==> config.mk <==
export PLATFORM = sky130hd
export DESIGN_NAME = dvp_config_master_flat
export DESIGN_NICKNAME = d
export VERILOG_FILES = /design/src/rtl/dvp_config_master_if.sv /design/src/rtl/dvp_config_master.sv /design/src/flat_wrapper.sv
export SDC_FILE = /design/constraint.sdc
export NUM_CORES = 1
export LEC_CHECK = 0
export ABC_CLOCK_PERIOD_IN_PS = 1400
export BUFFER_PORTS_ARGS = -buffer_cell sky130_fd_sc_hd__buf_2
export CORE_MARGIN = 1
export CORE_UTILIZATION = 39
export DETAILED_ROUTE_END_ITERATION = 10
export PLACE_DENSITY_LB_ADDON = 0.2
export SLEW_MARGIN = 20
export SYNTH_ARGS = -nofsm -noshare
export SYNTH_HDL_FRONTEND = slang
export SYNTH_SLANG_ARGS = --single-unit
==> constraint.sdc <==
create_clock -name clk -period 1.4 [get_ports clk]
set_input_delay 0.07 -clock clk [delete_from_list [all_inputs] [get_ports clk]]
set_output_delay 0.07 -clock clk [all_outputs]
set_load 0.005 [all_outputs]
==> src/rtl/dvp_config_master_if.sv <==
// rtl/dvp_config_master_if.sv - AXI4 single-beat bus between the DVP config master and the register slave
interface dvp_config_master_if #(
  parameter int DATA_W       = 32,
  parameter int ADDR_W       = 32,
  parameter int MST_ID_W     = 5,
  parameter int TRANS_RESP_W = 2
);
  logic [MST_ID_W-1:0]     awid;
  logic [ADDR_W-1:0]       awaddr;
  logic                    awvalid;
  logic                    awready;
  logic [DATA_W-1:0]       wdata;
  logic                    wvalid;
  logic                    wready;
  logic [MST_ID_W-1:0]     bid;
  logic [TRANS_RESP_W-1:0] bresp;
  logic                    bvalid;
  logic                    bready;
  logic [MST_ID_W-1:0]     arid;
  logic [ADDR_W-1:0]       araddr;
  logic                    arvalid;
  logic                    arready;
  logic [MST_ID_W-1:0]     rid;
  logic [DATA_W-1:0]       rdata;
  logic [TRANS_RESP_W-1:0] rresp;
  logic                    rvalid;
  logic                    rready;

  modport master (
    output awid, awaddr, awvalid, input awready,
    output wdata, wvalid, input wready,
    input bid, bresp, bvalid, output bready,
    output arid, araddr, arvalid, input arready,
    input rid, rdata, rresp, rvalid, output rready
  );

  modport slave (
    input awid, awaddr, awvalid, output awready,
    input wdata, wvalid, output wready,
    output bid, bresp, bvalid, input bready,
    input arid, araddr, arvalid, output arready,
    output rid, rdata, rresp, rvalid, input rready
  );
endinterface

==> src/rtl/dvp_config_master.sv <==
// rtl/dvp_config_master.sv - single-outstanding AXI4 register initiator for the DVP config slave; optional CFG_MST_ID_CHECK_EN
module dvp_config_master #(
  parameter int                   DATA_W       = 32,
  parameter int                   ADDR_W       = 32,
  parameter int                   MST_ID_W     = 5,
  parameter logic [MST_ID_W-1:0]  MST_ID       = '0,
  parameter int                   TRANS_RESP_W = 2,
  parameter int                   ERR_CNT_W    = 8
) (
  input  logic                    clk,
  input  logic                    rst,
  input  logic                    i_cmd_valid,
  output logic                    o_cmd_ready,
  input  logic                    i_cmd_wr,
  input  logic [ADDR_W-1:0]       i_cmd_addr,
  input  logic [DATA_W-1:0]       i_cmd_wdata,
  output logic                    o_rsp_valid,
  input  logic                    i_rsp_ready,
  output logic [DATA_W-1:0]       o_rsp_rdata,
  output logic [TRANS_RESP_W-1:0] o_rsp_resp,
  output logic [ERR_CNT_W-1:0]    o_err_cnt,
  dvp_config_master_if.master     m_axi
);

  typedef enum logic [2:0] {
    S_IDLE    = 3'd0,
    S_WR_REQ  = 3'd1,
    S_WR_RESP = 3'd2,
    S_RD_REQ  = 3'd3,
    S_RD_RESP = 3'd4,
    S_RSP     = 3'd5
  } state_t;

  state_t                  r_state;
  state_t                  w_state_nxt;
  logic [ADDR_W-1:0]       r_addr;
  logic [DATA_W-1:0]       r_wdata;
  logic                    r_aw_done;
  logic                    r_w_done;
  logic [DATA_W-1:0]       r_rdata;
  logic [TRANS_RESP_W-1:0] r_resp;
  logic [ERR_CNT_W-1:0]    r_err_cnt;

  logic                    w_capture;
  logic [DATA_W-1:0]       w_cap_data;
  logic [TRANS_RESP_W-1:0] w_cap_resp;
  logic [MST_ID_W-1:0]     w_cap_id;
  logic [TRANS_RESP_W-1:0] w_eff_resp;

  // Next-state and per-state channel strobes; valids depend only on state and sticky flags, never on ready
  always_comb begin
    w_state_nxt     = r_state;
    o_cmd_ready     = 1'b0;
    o_rsp_valid     = 1'b0;
    m_axi.awvalid   = 1'b0;
    m_axi.wvalid    = 1'b0;
    m_axi.bready    = 1'b0;
    m_axi.arvalid   = 1'b0;
    m_axi.rready    = 1'b0;
    w_capture       = 1'b0;
    w_cap_data      = '0;
    w_cap_resp      = '0;
    w_cap_id        = '0;
    case (r_state)
      S_IDLE: begin
        o_cmd_ready = 1'b1;
        if (i_cmd_valid) begin
          w_state_nxt = i_cmd_wr ? S_WR_REQ : S_RD_REQ;
        end
      end
      S_WR_REQ: begin
        m_axi.awvalid = ~r_aw_done;
        m_axi.wvalid  = ~r_w_done;
        if ((r_aw_done | m_axi.awready) && (r_w_done | m_axi.wready)) begin
          w_state_nxt = S_WR_RESP;
        end
      end
      S_WR_RESP: begin
        m_axi.bready = 1'b1;
        if (m_axi.bvalid) begin
          w_capture   = 1'b1;
          w_cap_resp  = m_axi.bresp;
          w_cap_id    = m_axi.bid;
          w_state_nxt = S_RSP;
        end
      end
      S_RD_REQ: begin
        m_axi.arvalid = 1'b1;
        if (m_axi.arready) begin
          w_state_nxt = S_RD_RESP;
        end
      end
      S_RD_RESP: begin
        m_axi.rready = 1'b1;
        if (m_axi.rvalid) begin
          w_capture   = 1'b1;
          w_cap_data  = m_axi.rdata;
          w_cap_resp  = m_axi.rresp;
          w_cap_id    = m_axi.rid;
          w_state_nxt = S_RSP;
        end
      end
      S_RSP: begin
        o_rsp_valid = 1'b1;
        if (i_rsp_ready) begin
          w_state_nxt = S_IDLE;
        end
      end
      default: w_state_nxt = S_IDLE;
    endcase
  end

`ifdef CFG_MST_ID_CHECK_EN
  // A response carrying someone else's ID is reported as SLVERR
  always_comb begin
    w_eff_resp = w_cap_resp;
    if (w_cap_id != MST_ID) begin
      w_eff_resp = TRANS_RESP_W'(2'b10);
    end
  end
`else
  logic w_unused_id;

  // Returned IDs are ignored; the slave's response code passes straight through
  always_comb begin
    w_eff_resp  = w_cap_resp;
    w_unused_id = ^w_cap_id;
  end
`endif

  // State register, command latch, write-handshake flags, response capture and saturating error count
  always_ff @(posedge clk) begin
    if (rst) begin
      r_state   <= S_IDLE;
      r_addr    <= '0;
      r_wdata   <= '0;
      r_aw_done <= 1'b0;
      r_w_done  <= 1'b0;
      r_rdata   <= '0;
      r_resp    <= '0;
      r_err_cnt <= '0;
    end else begin
      r_state <= w_state_nxt;
      if (r_state == S_IDLE && i_cmd_valid) begin
        r_addr    <= i_cmd_addr;
        r_wdata   <= i_cmd_wdata;
        r_aw_done <= 1'b0;
        r_w_done  <= 1'b0;
      end
      if (r_state == S_WR_REQ) begin
        if (m_axi.awready) r_aw_done <= 1'b1;
        if (m_axi.wready)  r_w_done  <= 1'b1;
      end
      if (w_capture) begin
        r_rdata <= w_cap_data;
        r_resp  <= w_eff_resp;
        if (w_eff_resp != '0 && r_err_cnt != '1) begin
          r_err_cnt <= r_err_cnt + ERR_CNT_W'(1);
        end
      end
    end
  end

  assign m_axi.awid   = MST_ID;
  assign m_axi.arid   = MST_ID;
  assign m_axi.awaddr = r_addr;
  assign m_axi.araddr = r_addr;
  assign m_axi.wdata  = r_wdata;
  assign o_rsp_rdata  = r_rdata;
  assign o_rsp_resp   = r_resp;
  assign o_err_cnt    = r_err_cnt;

endmodule

==> src/flat_wrapper.sv <==
// flat-port wrapper written by rule: the top's interface ports become plain ports
module dvp_config_master_flat 
#(
  parameter int                   DATA_W       = 32,
  parameter int                   ADDR_W       = 32,
  parameter int                   MST_ID_W     = 5,
  parameter logic [MST_ID_W-1:0]  MST_ID       = '0,
  parameter int                   TRANS_RESP_W = 2,
  parameter int                   ERR_CNT_W    = 8
)
  (clk, rst, i_cmd_valid, o_cmd_ready, i_cmd_wr, i_cmd_addr, i_cmd_wdata, o_rsp_valid, i_rsp_ready, o_rsp_rdata, o_rsp_resp, o_err_cnt, m_axi_awid, m_axi_awaddr, m_axi_awvalid, m_axi_awready, m_axi_wdata, m_axi_wvalid, m_axi_wready, m_axi_bid, m_axi_bresp, m_axi_bvalid, m_axi_bready, m_axi_arid, m_axi_araddr, m_axi_arvalid, m_axi_arready, m_axi_rid, m_axi_rdata, m_axi_rresp, m_axi_rvalid, m_axi_rready);
  dvp_config_master_if #(.DATA_W(DATA_W), .ADDR_W(ADDR_W), .MST_ID_W(MST_ID_W), .TRANS_RESP_W(TRANS_RESP_W)) m_axi_i ();
  input  logic clk;
  input  logic rst;
  input  logic i_cmd_valid;
  output logic o_cmd_ready;
  input  logic i_cmd_wr;
  input  logic [ADDR_W-1:0] i_cmd_addr;
  input  logic [DATA_W-1:0] i_cmd_wdata;
  output logic o_rsp_valid;
  input  logic i_rsp_ready;
  output logic [DATA_W-1:0] o_rsp_rdata;
  output logic [TRANS_RESP_W-1:0] o_rsp_resp;
  output logic [ERR_CNT_W-1:0] o_err_cnt;
  output wire logic [$bits(m_axi_i.awid)-1:0] m_axi_awid;
  output wire logic [$bits(m_axi_i.awaddr)-1:0] m_axi_awaddr;
  output wire logic [$bits(m_axi_i.awvalid)-1:0] m_axi_awvalid;
  input wire logic [$bits(m_axi_i.awready)-1:0] m_axi_awready;
  output wire logic [$bits(m_axi_i.wdata)-1:0] m_axi_wdata;
  output wire logic [$bits(m_axi_i.wvalid)-1:0] m_axi_wvalid;
  input wire logic [$bits(m_axi_i.wready)-1:0] m_axi_wready;
  input wire logic [$bits(m_axi_i.bid)-1:0] m_axi_bid;
  input wire logic [$bits(m_axi_i.bresp)-1:0] m_axi_bresp;
  input wire logic [$bits(m_axi_i.bvalid)-1:0] m_axi_bvalid;
  output wire logic [$bits(m_axi_i.bready)-1:0] m_axi_bready;
  output wire logic [$bits(m_axi_i.arid)-1:0] m_axi_arid;
  output wire logic [$bits(m_axi_i.araddr)-1:0] m_axi_araddr;
  output wire logic [$bits(m_axi_i.arvalid)-1:0] m_axi_arvalid;
  input wire logic [$bits(m_axi_i.arready)-1:0] m_axi_arready;
  input wire logic [$bits(m_axi_i.rid)-1:0] m_axi_rid;
  input wire logic [$bits(m_axi_i.rdata)-1:0] m_axi_rdata;
  input wire logic [$bits(m_axi_i.rresp)-1:0] m_axi_rresp;
  input wire logic [$bits(m_axi_i.rvalid)-1:0] m_axi_rvalid;
  output wire logic [$bits(m_axi_i.rready)-1:0] m_axi_rready;
  assign m_axi_awid = m_axi_i.awid;
  assign m_axi_awaddr = m_axi_i.awaddr;
  assign m_axi_awvalid = m_axi_i.awvalid;
  assign m_axi_i.awready = m_axi_awready;
  assign m_axi_wdata = m_axi_i.wdata;
  assign m_axi_wvalid = m_axi_i.wvalid;
  assign m_axi_i.wready = m_axi_wready;
  assign m_axi_i.bid = m_axi_bid;
  assign m_axi_i.bresp = m_axi_bresp;
  assign m_axi_i.bvalid = m_axi_bvalid;
  assign m_axi_bready = m_axi_i.bready;
  assign m_axi_arid = m_axi_i.arid;
  assign m_axi_araddr = m_axi_i.araddr;
  assign m_axi_arvalid = m_axi_i.arvalid;
  assign m_axi_i.arready = m_axi_arready;
  assign m_axi_i.rid = m_axi_rid;
  assign m_axi_i.rdata = m_axi_rdata;
  assign m_axi_i.rresp = m_axi_rresp;
  assign m_axi_i.rvalid = m_axi_rvalid;
  assign m_axi_rready = m_axi_i.rready;
  dvp_config_master #(.DATA_W(DATA_W), .ADDR_W(ADDR_W), .MST_ID_W(MST_ID_W), .MST_ID(MST_ID), .TRANS_RESP_W(TRANS_RESP_W), .ERR_CNT_W(ERR_CNT_W)) u_core (.clk(clk), .rst(rst), .i_cmd_valid(i_cmd_valid), .o_cmd_ready(o_cmd_ready), .i_cmd_wr(i_cmd_wr), .i_cmd_addr(i_cmd_addr), .i_cmd_wdata(i_cmd_wdata), .o_rsp_valid(o_rsp_valid), .i_rsp_ready(i_rsp_ready), .o_rsp_rdata(o_rsp_rdata), .o_rsp_resp(o_rsp_resp), .o_err_cnt(o_err_cnt), .m_axi(m_axi_i));
endmodule
==> results of run 1 <==
[worst max path at each step]
stage                           start                endpoint  cells past startpoint
floorplan           u_core.r_state[1]     u_core.o_err_cnt[7]                      5
global placement    u_core.r_state[0]     u_core.o_err_cnt[7]                      4
detailed placement  u_core.r_state[0]     u_core.o_err_cnt[4]                      5
CTS                 u_core.r_state[1]     u_core.o_err_cnt[4]                      5
global route        u_core.r_state[1]  u_core.o_rsp_rdata[27]                      7
finish              u_core.r_state[1]  u_core.o_rsp_rdata[27]                      7
[worst reg2reg max path, delay by kind of cell, from the launching register on]
family,cells,cell delay (ps)
compound gates,1,60
simple gates,3,630
buf+inv,3,480
flops,1,350
[power breakdown]
part           switching (uW)  internal [uW]
registers                 298           3640
clock network            1120           1740
logic                    2440           2620
total                    3850           8000
[area by class of cell]
class	instances	area (um^2)
flip-flops and latches	111	2226
repair buffers	409	3005
fillers	785	3139
clock buffers	9	225.2
diodes	1	2.502
multi-input cells	351	2036
inverters	4	17.52
clock inverters	6	108.9
well taps	140	175.2
[flip-flops by register name, summed over array words and instances, names as in the netlist]
signal / cells
u_core.m_axi.araddr: 32
u_core.m_axi.wdata: 32
u_core.o_err_cnt: 8
u_core.o_rsp_rdata: 32
u_core.o_rsp_resp: 2
u_core.r_aw_done: 1
u_core.r_state: 3
u_core.r_w_done: 1
[kinds of logic (layout without fill, tap and decap cells)]
family                     after synthesis  after routing  synth area share (%)
AOI/OAI and AO/OA                      126            126                 17.38
adders and majority gates                1              1                0.2844
buffers and inverters                   83            428                 11.15
DFF                                    111            111                 50.51
muxes                                    2              2                0.4835
other                                    1             11               0.08524
and+or+nand+nor                        210            212                 20.11
[Yosys cell counts (2+ instances only)]
master and number:
nand2_1 136, dfxtp_1 111, a21oi_1 73, buf_4 43, nor2_1 42, a22oi_1 36, clkbuf_1 21, buf_2 14
nand3_1 5, and2_1 4, inv_1 4, o21ai_0 4, or3_1 4, nor2b_1 3, o31ai_1 3, or4_1 3
a211oi_1 2, a32oi_1 2, nand2b_1 2, nor4_1 2, or2_2 2
[layer usage]
layer | share of wire (%) | up-vias | track usage [%]
met2 | 50 | 243 | 39.26
met1 | 40 | 2426 | 24.45
met5 | 0 | - | 0
li1 | - | 2448 | -
met3 | 6.5 | 48 | 4.943
met4 | 3.5 | 0 | 11.45
[per-stage QoR]
stage / hold slack [ps] / setup TNS (ps)
6_report: 9.073 / -6105
5_1_grt: 7.341 / -15050
4_1_cts: 2.405 / -3133
3_5_place_dp: 315.5 / -5042
3_3_place_gp: 309.1 / -408.8
2_1_floorplan: 206.0 / -299.3
[repair_timing]
action                     4_1_cts  5_1_grt
gates resized for setup         17       62
hold buffers                    94        0
gates cloned                     0       19
buffers inserted                 2        8
hold endpoints to repair        94        0
pin swaps                        5       27
setup endpoints to repair      112       98
==> out/qor.txt, run 1 <==
Clock latency on the worst-skew pair: 340 ps
Dpl cell area: 5752 um^2
Placer Congestion: 0.7980
Largest net degree at the start of global routing: 42
Final setup fails: 87
Placed Cells: 892
Top Ports: 275
Max Clock Freq: 632.0 MHz
Critical R2R Launch: u_core.r_state[1]
Final WL: 16320 um
Die Width: 108.2 um
Hold Path Stages: 3
Final hold viol count: 0
Core area: 10940 um^2
Max Root-Sink Buffers: 2
Fin crit period: 1582 ps
Power per cell area: 1520 nW/um^2
Max cap viols: 0
Crit path launch type: register
Routed Antenna Nets: 0
Slew Limit Fails: 0
Peak supply drop: 0.8391 mV
DIE AREA: 11710 um^2
Critical path type: reg2reg
Worst Path Arrival: 1850 ps
Port Buffer Count: 254
WHS Endpoint: u_core.o_rsp_rdata[2]
Post-place setup slack: -135.9 ps
Synth Cell Area: 4399 um^2
Hold Crit Class: in2reg
Tcrit/Tclk final: 113.0%
Vias in the first global route: 4510
Sequential share of the synthesized area: 50.51%
Worst Slack Setup Final: -182.2 ps
Top cell type's share of synthesized area: 50.51%
CTS buffer count: 9
CP cell instances: and4bb_2 > buf_6 > buf_12 > nor2_4 > clkbuf_16 > a22oi_2 > nor2_1
WP data required: 1670 ps
Starting Density: 40.23%
Failing checks: setup timing
Overall Global Routing Usage: 22.06%
Worst Setup End Kind: register
Cells after Synth: 534
Total leakage power: 0.003626 uW
Overflow after GRT: 0
Leading post-synthesis cells by cell area: dfxtp_1, nand2_1, a21oi_1
DRC violation total after the first TritonRoute iteration: 311
Non-filler cells, final: 1031
Min-delay src: m_axi_rdata[2]
EDFF count, synth: 0
H-tree depth: 3
R2r endpoint: u_core.o_rsp_rdata[27]
RSZ-0062 raised after global routing: yes
Worst R2R Setup Slack: -180 ps
Vias: 5165
Crit path largest cell delay: 350 ps
Clk root buf: clkbuf_16
Post-route cell area: 7796 um^2
Commonest non-fill, non-tap cells in the layout: buf_2, nand2_1, dfxtp_1
Commonest non-fill, non-tap cell in the layout: buf_2
Outcome: complete, but fails checks
Synth Warn #: 0
Post-DR wirelength/cell: 15.83 um
Initial antenna violation count: 1
Tot Pwr: 11850 uW
Layout cell share with drive strength beyond 1: 45.06%
Most common flop cell mapped by yosys: dfxtp_1
Cell taking the most area after synthesis: dfxtp_1
Syn Area/Cell: 8.238 um^2
DRC: 0
Max Fanout on Critical Path: 8
WP buf/inv: 3
FF+latch count, synth: 111
Via/cell ratio: 5.010
Die Ht: 108.2 um
DP HPWL: 8666 um
R2R depth: 7
First-pass GRT wire length: 20510 um
Post-layout util: 71.29%
Drt first pass iters: 4
Layout area overhead: 77.22%
Clock transition at the registers of the reported paths: 70 ps
Setup Skew: 6.664 ps
Slowest CP cell: dfxtp_2
Clock sink count: 111
Final Net Count: 1007
Post-synth cell types: 39
TritonCTS clock tree: built
Async set or reset register ratio after synthesis: 0%
CP top delay family: simple AND/OR/NAND/NOR gates
FP Rows: 38
Note: power is estimated with default switching activity, not from simulation.
==> run 2, diff against run 1 <==
--- a/config.mk
+++ b/config.mk
@@ -5,11 +5,11 @@
 export SDC_FILE = /design/constraint.sdc
 export NUM_CORES = 1
 export LEC_CHECK = 0
-export ABC_CLOCK_PERIOD_IN_PS = 1400
+export ABC_CLOCK_PERIOD_IN_PS = 1500
 export BUFFER_PORTS_ARGS = -buffer_cell sky130_fd_sc_hd__buf_2
-export CORE_MARGIN = 1
-export CORE_UTILIZATION = 39
+export CORE_AREA = 2 2 108 110
 export DETAILED_ROUTE_END_ITERATION = 10
+export DIE_AREA = 0 0 110 112
 export PLACE_DENSITY_LB_ADDON = 0.2
 export SLEW_MARGIN = 20
 export SYNTH_ARGS = -nofsm -noshare
==> constraint.sdc (replaced) <==
create_clock -name clk -period 1.5 [get_ports clk]
set_input_delay 0.075 -clock clk [delete_from_list [all_inputs] [get_ports clk]]
set_output_delay 0.075 -clock clk [all_outputs]
set_load 0.005 [all_outputs]
==> run 2 against run 1 <==
The run still ends with setup timing left. Core utilization down 6.6 points. Clock skew about the same. Sequential share of layout area up 2.2 points. Final cell count down 2.0%. Clock-buffer cell count up 2. Global-route usage about the same. Register-to-register slack better by 120 ps. Sequential power down 7.1%. Setup slack better by 120 ps. Largest cell class unchanged. Highest routed layer unchanged.
==> out/qor.txt, run 2 (synthesis gave the netlist of run 1 again) <==
Met2 WL: 7749 um
Overall Global Routing Usage: 22.02%
Max Clock Freq: 640.5 MHz
TritonCTS clock tree: built
Tcrit/Tclk final: 104.1%
Critical path type: reg2reg
Final WL: 15310 um
Post-layout util: 64.74%
Final Net Count: 983
H-tree depth: 3
DR top layer: met4
Area occupied by registers: 2226 um^2
Core area: 11170 um^2
Largest net degree at the start of global routing: 65
Total leakage power: 0.003417 uW
Failing checks: setup timing
Top Ports: 275
Hold_ws: 5.573 ps
Worst-Margin Slew: 503.7 ps
Vias: 4958
Clock latency on the worst-skew pair: 340 ps
Final hold viol count: 0
Clock sink count: 111
Routed Antenna Nets: 0
Area of the multi-input gates: 1832 um^2
CTS buffer count: 9
RSZ-0062 raised after global routing: yes
M1 wire length: 5941 um
Peak supply drop: 0.7660 mV
DRC: 0
Setup Skew: 6.522 ps
Slew Limit Fails: 0
Via/cell ratio: 4.909
Max Fanout on Critical Path: 6
FP Rows: 39
Max Root-Sink Buffers: 2
Drt first pass iters: 4
Max cap viols: 0
Clock transition at the registers of the reported paths: 70 ps
Die Ht: 112 um
Crit path largest cell delay: 410 ps
Final setup fails: 12
Final-layout fill cell count: 908
Layout area overhead: 64.45%
Overflow after GRT: 0
Slowest CP cell: or4_4
Placer Congestion: 0.8363
Outcome: complete, but fails checks
Clk root buf: clkbuf_16
Slew Limit Headroom: 66.42%
Crit path launch type: register
Port Buffer Count: 254
DP HPWL: 8836 um
Layout cell share with drive strength beyond 1: 39.10%
Worst Path Arrival: 1840 ps
First-pass GRT wire length: 21850 um
DRC violation total after the first TritonRoute iteration: 262
Post-DR wirelength/cell: 15.16 um
Vias in the first global route: 4621
DIE AREA: 12320 um^2
Hold Crit Class: in2reg
Worst Slack Setup Final: -61.25 ps
Power per cell area: 1340 nW/um^2
Worst Setup End Kind: register
Die Width: 110 um
Commonest non-fill, non-tap cells in the layout: buf_2, nand2_1, dfxtp_1
Met3 WL: 1270 um
Commonest non-fill, non-tap cell in the layout: buf_2
N_diodes: 0
CP cell instances: and4bb_4 > a22oi_2 > buf_4 > or4_4 > a21oi_2
Fin crit period: 1561 ps
Initial antenna violation count: 0
WP data required: 1780 ps
Starting Density: 39.37%
run 2: area by class of cell:
type                    instances  area share, %
clock buffers                  11          3.355
clock inverters                 5         0.7956
inverters                       4         0.2075
multi-input cells             350          25.32
flip-flops and latches        111          30.77
well taps                     143          2.473
repair buffers                386          37.08
run 2: worst max-delay path: cells and delay by family (launching register included):
kind                   cells  cell delay [ps]
AND/OR/NAND/NOR            2              770
flip-flops                 1              330
AO/OA/AOI/OAI              2              250
buffers and inverters      1              160
run 2: timing repair:
item	CTS	global route
hold endpoints to repair	93	0
hold buffers	93	0
gates cloned	1	8
pin swaps	7	7
gates resized for setup	8	24
setup endpoints to repair	10	110
setup buffers	3	5
run 2: metrics by stage:
step | setup slack, ps | setup TNS, ps | std cells | area (um^2) | power, uW
global route | -112.9 | -1870 | 1010 | 7234 | 10260
CTS | -57.76 | -232.0 | 998 | 6940 | 9186
global placement | -37.26 | -46.47 | 885 | 5659 | 6446
detailed placement | -84.27 | -329.8 | 885 | 5659 | 6521
floorplan | 9.231 | 0 | 543 | 4437 | 5392
finish | -61.25 | -286.1 | 1010 | 7234 | 9697
run 2: path summary, 6_finish.rpt:
kind / depth (start not counted) / from / slack (ps) / to
min reg2reg: 2 / u_core.m_axi.wdata[13] / 450 / u_core.m_axi.wdata[13]
min: 3 / i_cmd_wdata[6] / 6 / u_core.m_axi.wdata[6]
max: 5 / u_core.r_state[1] / -60 / u_core.o_err_cnt[3]
max reg2reg: 5 / u_core.r_state[1] / -60 / u_core.o_err_cnt[3]
run 2: routing by layer:
metal / track usage [%] / vias up
li1: - / 2400
met1: 24.56 / 2305
met2: 38.53 / 224
met3: 5.855 / 29
met4: 9.789 / 0
met5: 0 / -
run 2: where the power goes:
group	internal, uW	leakage (uW)	switching (uW)
Sequential	3400	0.000905	264
Combinational	1780	0.00237	1850
Clock	1340	0.000138	1060
Total	6520	0.00342	3180
